## src/rtl/fetch_unit.sv

```systemverilog
// ----------------------------------------------------------------------------
// fetch_unit
//   Single-outstanding-request instruction fetch stage. It reads one 16-bit
//   word from instruction memory, presents it to decode with a valid/ready
//   handshake, and then moves to the next sequential address. A redirect
//   restarts fetch at a new address. Fetching a HALT_OP word stops the unit
//   until a redirect or reset.
//
// Ports
//   clk          in   clock, all state updates on the rising edge
//   rst_n        in   synchronous active-low reset (outranks redirect)
//   imem_req     out  memory read request, high while in FETCH
//   imem_addr    out  [PC_W] address being requested (fetch_pc)
//   imem_ack     in   memory data valid this cycle
//   imem_data    in   [16] instruction word from memory
//   inst         out  [16] instruction presented to decode
//   inst_valid   out  inst holds a valid instruction
//   inst_ready   in   decode accepts inst this cycle
//   inst_pc      out  [PC_W] address inst was fetched from
//   redirect     in   restart fetch at redirect_pc
//   redirect_pc  in   [PC_W] restart address
//   halted       out  a HALT_OP word was fetched; fetching stopped
// ----------------------------------------------------------------------------
module fetch_unit #(
  parameter int unsigned          PC_W     = 8,
  parameter logic [PC_W-1:0]      RESET_PC = '0,
  parameter logic [3:0]           HALT_OP  = 4'hC
) (
  input  logic            clk,
  input  logic            rst_n,
  output logic            imem_req,
  output logic [PC_W-1:0] imem_addr,
  input  logic            imem_ack,
  input  logic [15:0]     imem_data,
  output logic [15:0]     inst,
  output logic            inst_valid,
  input  logic            inst_ready,
  output logic [PC_W-1:0] inst_pc,
  input  logic            redirect,
  input  logic [PC_W-1:0] redirect_pc,
  output logic            halted
);

  localparam int unsigned INST_W = 16;
  localparam int unsigned OP_W   = 4;

  typedef enum logic [1:0] {
    FETCH = 2'd0,
    HOLD  = 2'd1,
    HALT  = 2'd2
  } state_e;

  state_e              state_q,      state_d;
  logic [PC_W-1:0]     fetch_pc_q,   fetch_pc_d;
  logic [INST_W-1:0]   inst_q,       inst_d;
  logic [PC_W-1:0]     inst_pc_q,    inst_pc_d;
  logic                inst_valid_q, inst_valid_d;
  logic                halted_q,     halted_d;

  logic [OP_W-1:0]     ack_op;

  assign ack_op = imem_data[INST_W-1:INST_W-OP_W];

  // State and datapath registers, synchronous reset.
  always_ff @(posedge clk) begin
    if (!rst_n) begin
      state_q      <= FETCH;
      fetch_pc_q   <= RESET_PC;
      inst_q       <= '0;
      inst_pc_q    <= RESET_PC;
      inst_valid_q <= 1'b0;
      halted_q     <= 1'b0;
    end else begin
      state_q      <= state_d;
      fetch_pc_q   <= fetch_pc_d;
      inst_q       <= inst_d;
      inst_pc_q    <= inst_pc_d;
      inst_valid_q <= inst_valid_d;
      halted_q     <= halted_d;
    end
  end

  // Next-state and next-register logic; redirect outranks ack and ready.
  always_comb begin
    state_d      = state_q;
    fetch_pc_d   = fetch_pc_q;
    inst_d       = inst_q;
    inst_pc_d    = inst_pc_q;
    inst_valid_d = inst_valid_q;
    halted_d     = halted_q;

    if (redirect) begin
      state_d      = FETCH;
      fetch_pc_d   = redirect_pc;
      inst_valid_d = 1'b0;
      halted_d     = 1'b0;
    end else begin
      unique case (state_q)
        FETCH: begin
          if (imem_ack) begin
            if (ack_op == HALT_OP) begin
              // Halt word is consumed, never shown to decode; pc stays put.
              state_d  = HALT;
              halted_d = 1'b1;
            end else begin
              state_d      = HOLD;
              inst_d       = imem_data;
              inst_pc_d    = fetch_pc_q;
              inst_valid_d = 1'b1;
              // Natural wrap at 2^PC_W.
              fetch_pc_d   = PC_W'(fetch_pc_q + PC_W'(1));
            end
          end
        end
        HOLD: begin
          if (inst_ready) begin
            state_d      = FETCH;
            inst_valid_d = 1'b0;
          end
        end
        HALT: begin
          state_d = HALT;
        end
        default: begin
          state_d = FETCH;
        end
      endcase
    end
  end

  // Request is a decode of the state register, masked while reset is held so
  // it is low during reset and high in the first cycle after release.
  assign imem_req   = rst_n && (state_q == FETCH);
  assign imem_addr  = fetch_pc_q;
  assign inst       = inst_q;
  assign inst_pc    = inst_pc_q;
  assign inst_valid = inst_valid_q;
  assign halted     = halted_q;

endmodule

```

## config.mk

```make
export PLATFORM = sky130hd
export DESIGN_NAME = fetch_unit
export DESIGN_NICKNAME = d
export VERILOG_FILES = /design/src/rtl/fetch_unit.sv
export SDC_FILE = /design/constraint.sdc
export NUM_CORES = 1
export LEC_CHECK = 0
export CORE_MARGIN = 10
export CORE_UTILIZATION = 43
export DETAILED_ROUTE_END_ITERATION = 16
export GPL_ROUTABILITY_DRIVEN = 0
export PLACE_DENSITY = 0.77
export SLEW_MARGIN = 20
export SYNTH_ARGS = -nofsm -noshare
export SYNTH_HDL_FRONTEND = slang
export SYNTH_SLANG_ARGS = --single-unit
```

## constraint.sdc

```tcl
create_clock -name clk -period 1.8 [get_ports clk]
set_input_delay 0.36 -clock clk [delete_from_list [all_inputs] [get_ports clk]]
set_output_delay 0.36 -clock clk [all_outputs]
set_load 0.01 [all_outputs]
```

==> results <==
routing by layer:
| layer | vias up | GRT usage |
|---|---|---|
| met1 | 676 | 0.152 |
| li1 | 744 | - |
| met4 | 0 | 0.0623 |
| met2 | 39 | 0.205 |
| met3 | 6 | 0.0397 |
| met5 | - | 0 |
path summary, 6_finish.rpt:
kind                      from           end  slack, ns  cells after the start
setup / recovery  imem_addr[0]  imem_addr[0]       0.09                      1
hold / removal        imem_ack    state_q[1]       0.45                      3
setup reg to reg    state_q[0]    inst_pc[0]       0.12                      7
hold reg to reg        inst[5]       inst[5]       0.45                      2
cell type report:
| class | instances | area [um2] | area share |
|---|---|---|---|
| inverters | 2 | 7.51 | 0.00300 |
| multi-input cells | 126 | 817 | 0.326 |
| repair buffers | 81 | 813 | 0.325 |
| clock inverters | 3 | 18.8 | 0.00749 |
| clock buffers | 5 | 68.8 | 0.0275 |
| well taps | 48 | 60.1 | 0.0240 |
| flip-flops and latches | 36 | 721 | 0.288 |
layout by cell type, fill, tap and decap left out, types with 2 or more instances in the layout:
| master | synthesis | layout |
|---|---|---|
| a21boi_0 | 4 | 3 |
| a21boi_1 | 19 | 20 |
| a21oi_1 | 11 | 11 |
| buf_12 | 0 | 2 |
| buf_4 | 0 | 14 |
| clkbuf_8 | 0 | 5 |
| clkdlybuf4s50_1 | 0 | 61 |
| clkinv_2 | 0 | 2 |
| dfxtp_1 | 36 | 36 |
| inv_1 | 2 | 2 |
| nand2_1 | 52 | 52 |
| nand3_1 | 4 | 4 |
| nor3b_1 | 2 | 2 |
| nor4_4 | 2 | 2 |
| nor4b_4 | 3 | 3 |
| o21ai_0 | 8 | 8 |
| xnor2_1 | 5 | 5 |
| xor2_1 | 2 | 2 |
metrics by stage:
step	cell area [um2]	setup TNS [ns]	utilization
6_report	2510	0	0.695
5_1_grt	2510	0	0.695
3_5_place_dp	2370	-6.43	0.656
2_1_floorplan	1590	0	-
4_1_cts	2450	0	0.680
3_3_place_gp	2370	-5.57	0.656
registers in the layout, indices dropped and copies added (netlist names):
register	count
halted	1
inst	16
inst_pc	8
imem_addr	8
inst_valid	1
state_q	2
logic make-up after synthesis:
family / after synthesis / share of synthesized area
AOI/OAI and AO/OA: 45 / 0.185
xor gates and xnor gates: 7 / 0.0385
adders and majority gates: 1 / 0.00786
buffers and inverters: 12 / 0.0432
DFF: 36 / 0.453
muxes: 2 / 0.0134
and+or+nand+nor: 71 / 0.259
power by group through the flow:
stage / combinational [W] / sequential [W] / clock [W]
floorplan: 0.000125 / 0.000901 / 0
global placement: 0.000332 / 0.000884 / 0
detailed placement: 0.000337 / 0.000885 / 0
CTS: 0.000337 / 0.000867 / 0.000585
global route: 0.000376 / 0.000873 / 0.000618
finish: 0.000348 / 0.000867 / 0.000566
what timing repair did:
item	CTS	global route
gates resized for setup	1	2
setup endpoints to repair	1	27
pin swaps	0	1
setup buffers	0	2
cloned	0	2
hold buffers	0	0
==> impl_metrics.tcl <==
set metrics [dict create \
    period_needed_ns 1.71 \
    hpwl_um 3080 \
    grt_max_degree 34 \
    syn_inst 174 \
    synthTopCellsByArea "dfxtp_1 45%, nand2_1 12%, a21boi_1 9.0%, nor4b_4 4.5%, a21oi_1 3.5%" \
    irDropWorstVdd_mv 0.394 \
    cts_tree "built" \
    drtPass1Iterations 4 \
    ys_ff_latch 36 \
    cts.sinks 36 \
    power_frac_seq 0.487 \
    cts_buffers 5 \
    nNetsFinal 282 \
    io_pins 64 \
    pwr-share-clk 0.318 \
    ys_warn_count 0 \
    path_max_fanout 6 \
    slew_viol_final 0 \
    slowest_delay_ns 0.60 \
    p_sw_w 0.000470 \
    avgSynthCellArea_um2 9.15 \
    p_comb_frac 0.195 \
    wire_per_inst_um 14.2 \
    htree_levels 2 \
    ys.flop_type "dfxtp_1" \
    finalSetupViolations 0 \
    n_fill_cell 288 \
    clock_tree.root_cell "clkbuf_8" \
    fp-row-count 22 \
    min_period_over_period 0.952 \
    yosysSeqAreaShare 0.453 \
    initial_core_util 0.441 \
    fin_skew_ns 0.00682 \
    hold_ws_ns 0.447 \
    syn-cell-area_um2 1590 \
    cp-end-kind "output port" \
    status "finished clean" \
    via_count 1465 \
    synth_most_common_cell "nand2_1" \
    relSlewSlack 0.813 \
    detail-route-antenna-nets 0 \
    drc 0 \
    grt_pass1_wl_um 6620 \
    grt_pass1_vias 1391 \
    crit_buf_inv 1 \
    fp.dieW_um 80.8 \
    synth_fp_nets 204 \
    placed_cells 289 \
    synth_commonest_cells "52 x nand2_1, 36 x dfxtp_1, 19 x a21boi_1" \
    finalWirelength_um 4270 \
    cts_buffer_depth 2 \
    async_flop_share 0 \
    drt_iter0_markers 86 \
    synth_largest_area_cell "dfxtp_1" \
    cp_slowest_cell "clkdlybuf4s50_1" \
    yosysUniqueCellTypes 30 \
    pwr_density_cell_nw_per_um2 710 \
    max-cap-violations 0 \
    place_ws_ns -0.260 \
    cp.arrival_ns 1.35 \
    grt.overflow.total 0 \
    instances_no_fill 301 \
    viasPerCell 4.87 \
    clkLatencyLatePin_ns 0.29 \
    synth_edf_count 0 \
    track_usage 0.128 \
    hp-class "primary input to register" \
    antenna_cells 0 \
    start_kind "register" \
    io_buffers 63 \
    top_layer "met4" \
    finalHoldViolCount 0 \
    cp_top_family "buffers and inverters" \
    wl_met3_um 278 \
    required_ns 1.44 \
    rsz0062_at_grt "false" \
    die-area_um2 6530 \
    path_cells "clkdlybuf4s50_1" \
    synth_top_area_share 0.453 \
    coreArea_um2 3610 \
    die_h_um 80.8 \
    m1WireLength_um 1810 \
    synthToLayoutAreaGrowth_pct 57.5 \
    cts.clk_slew.worst_paths_ns 0.07 \
    antenna_found_initial 0 \
    power_leakage_nw 0.905 \
    crit_type "register to output port" \
    p_int_w 0.00131 \
    power_w 0.00178 \
    setup_ws_ns 0.0862 \
    switching_share 0.264 \
    max_freq_mhz 584 \
    worst_pin_slew_ns 0.281 \
    met2_wirelength_um 2120 \
    drive_above_1_share 0.138 \
]
Power figures use the tool's default switching activity.
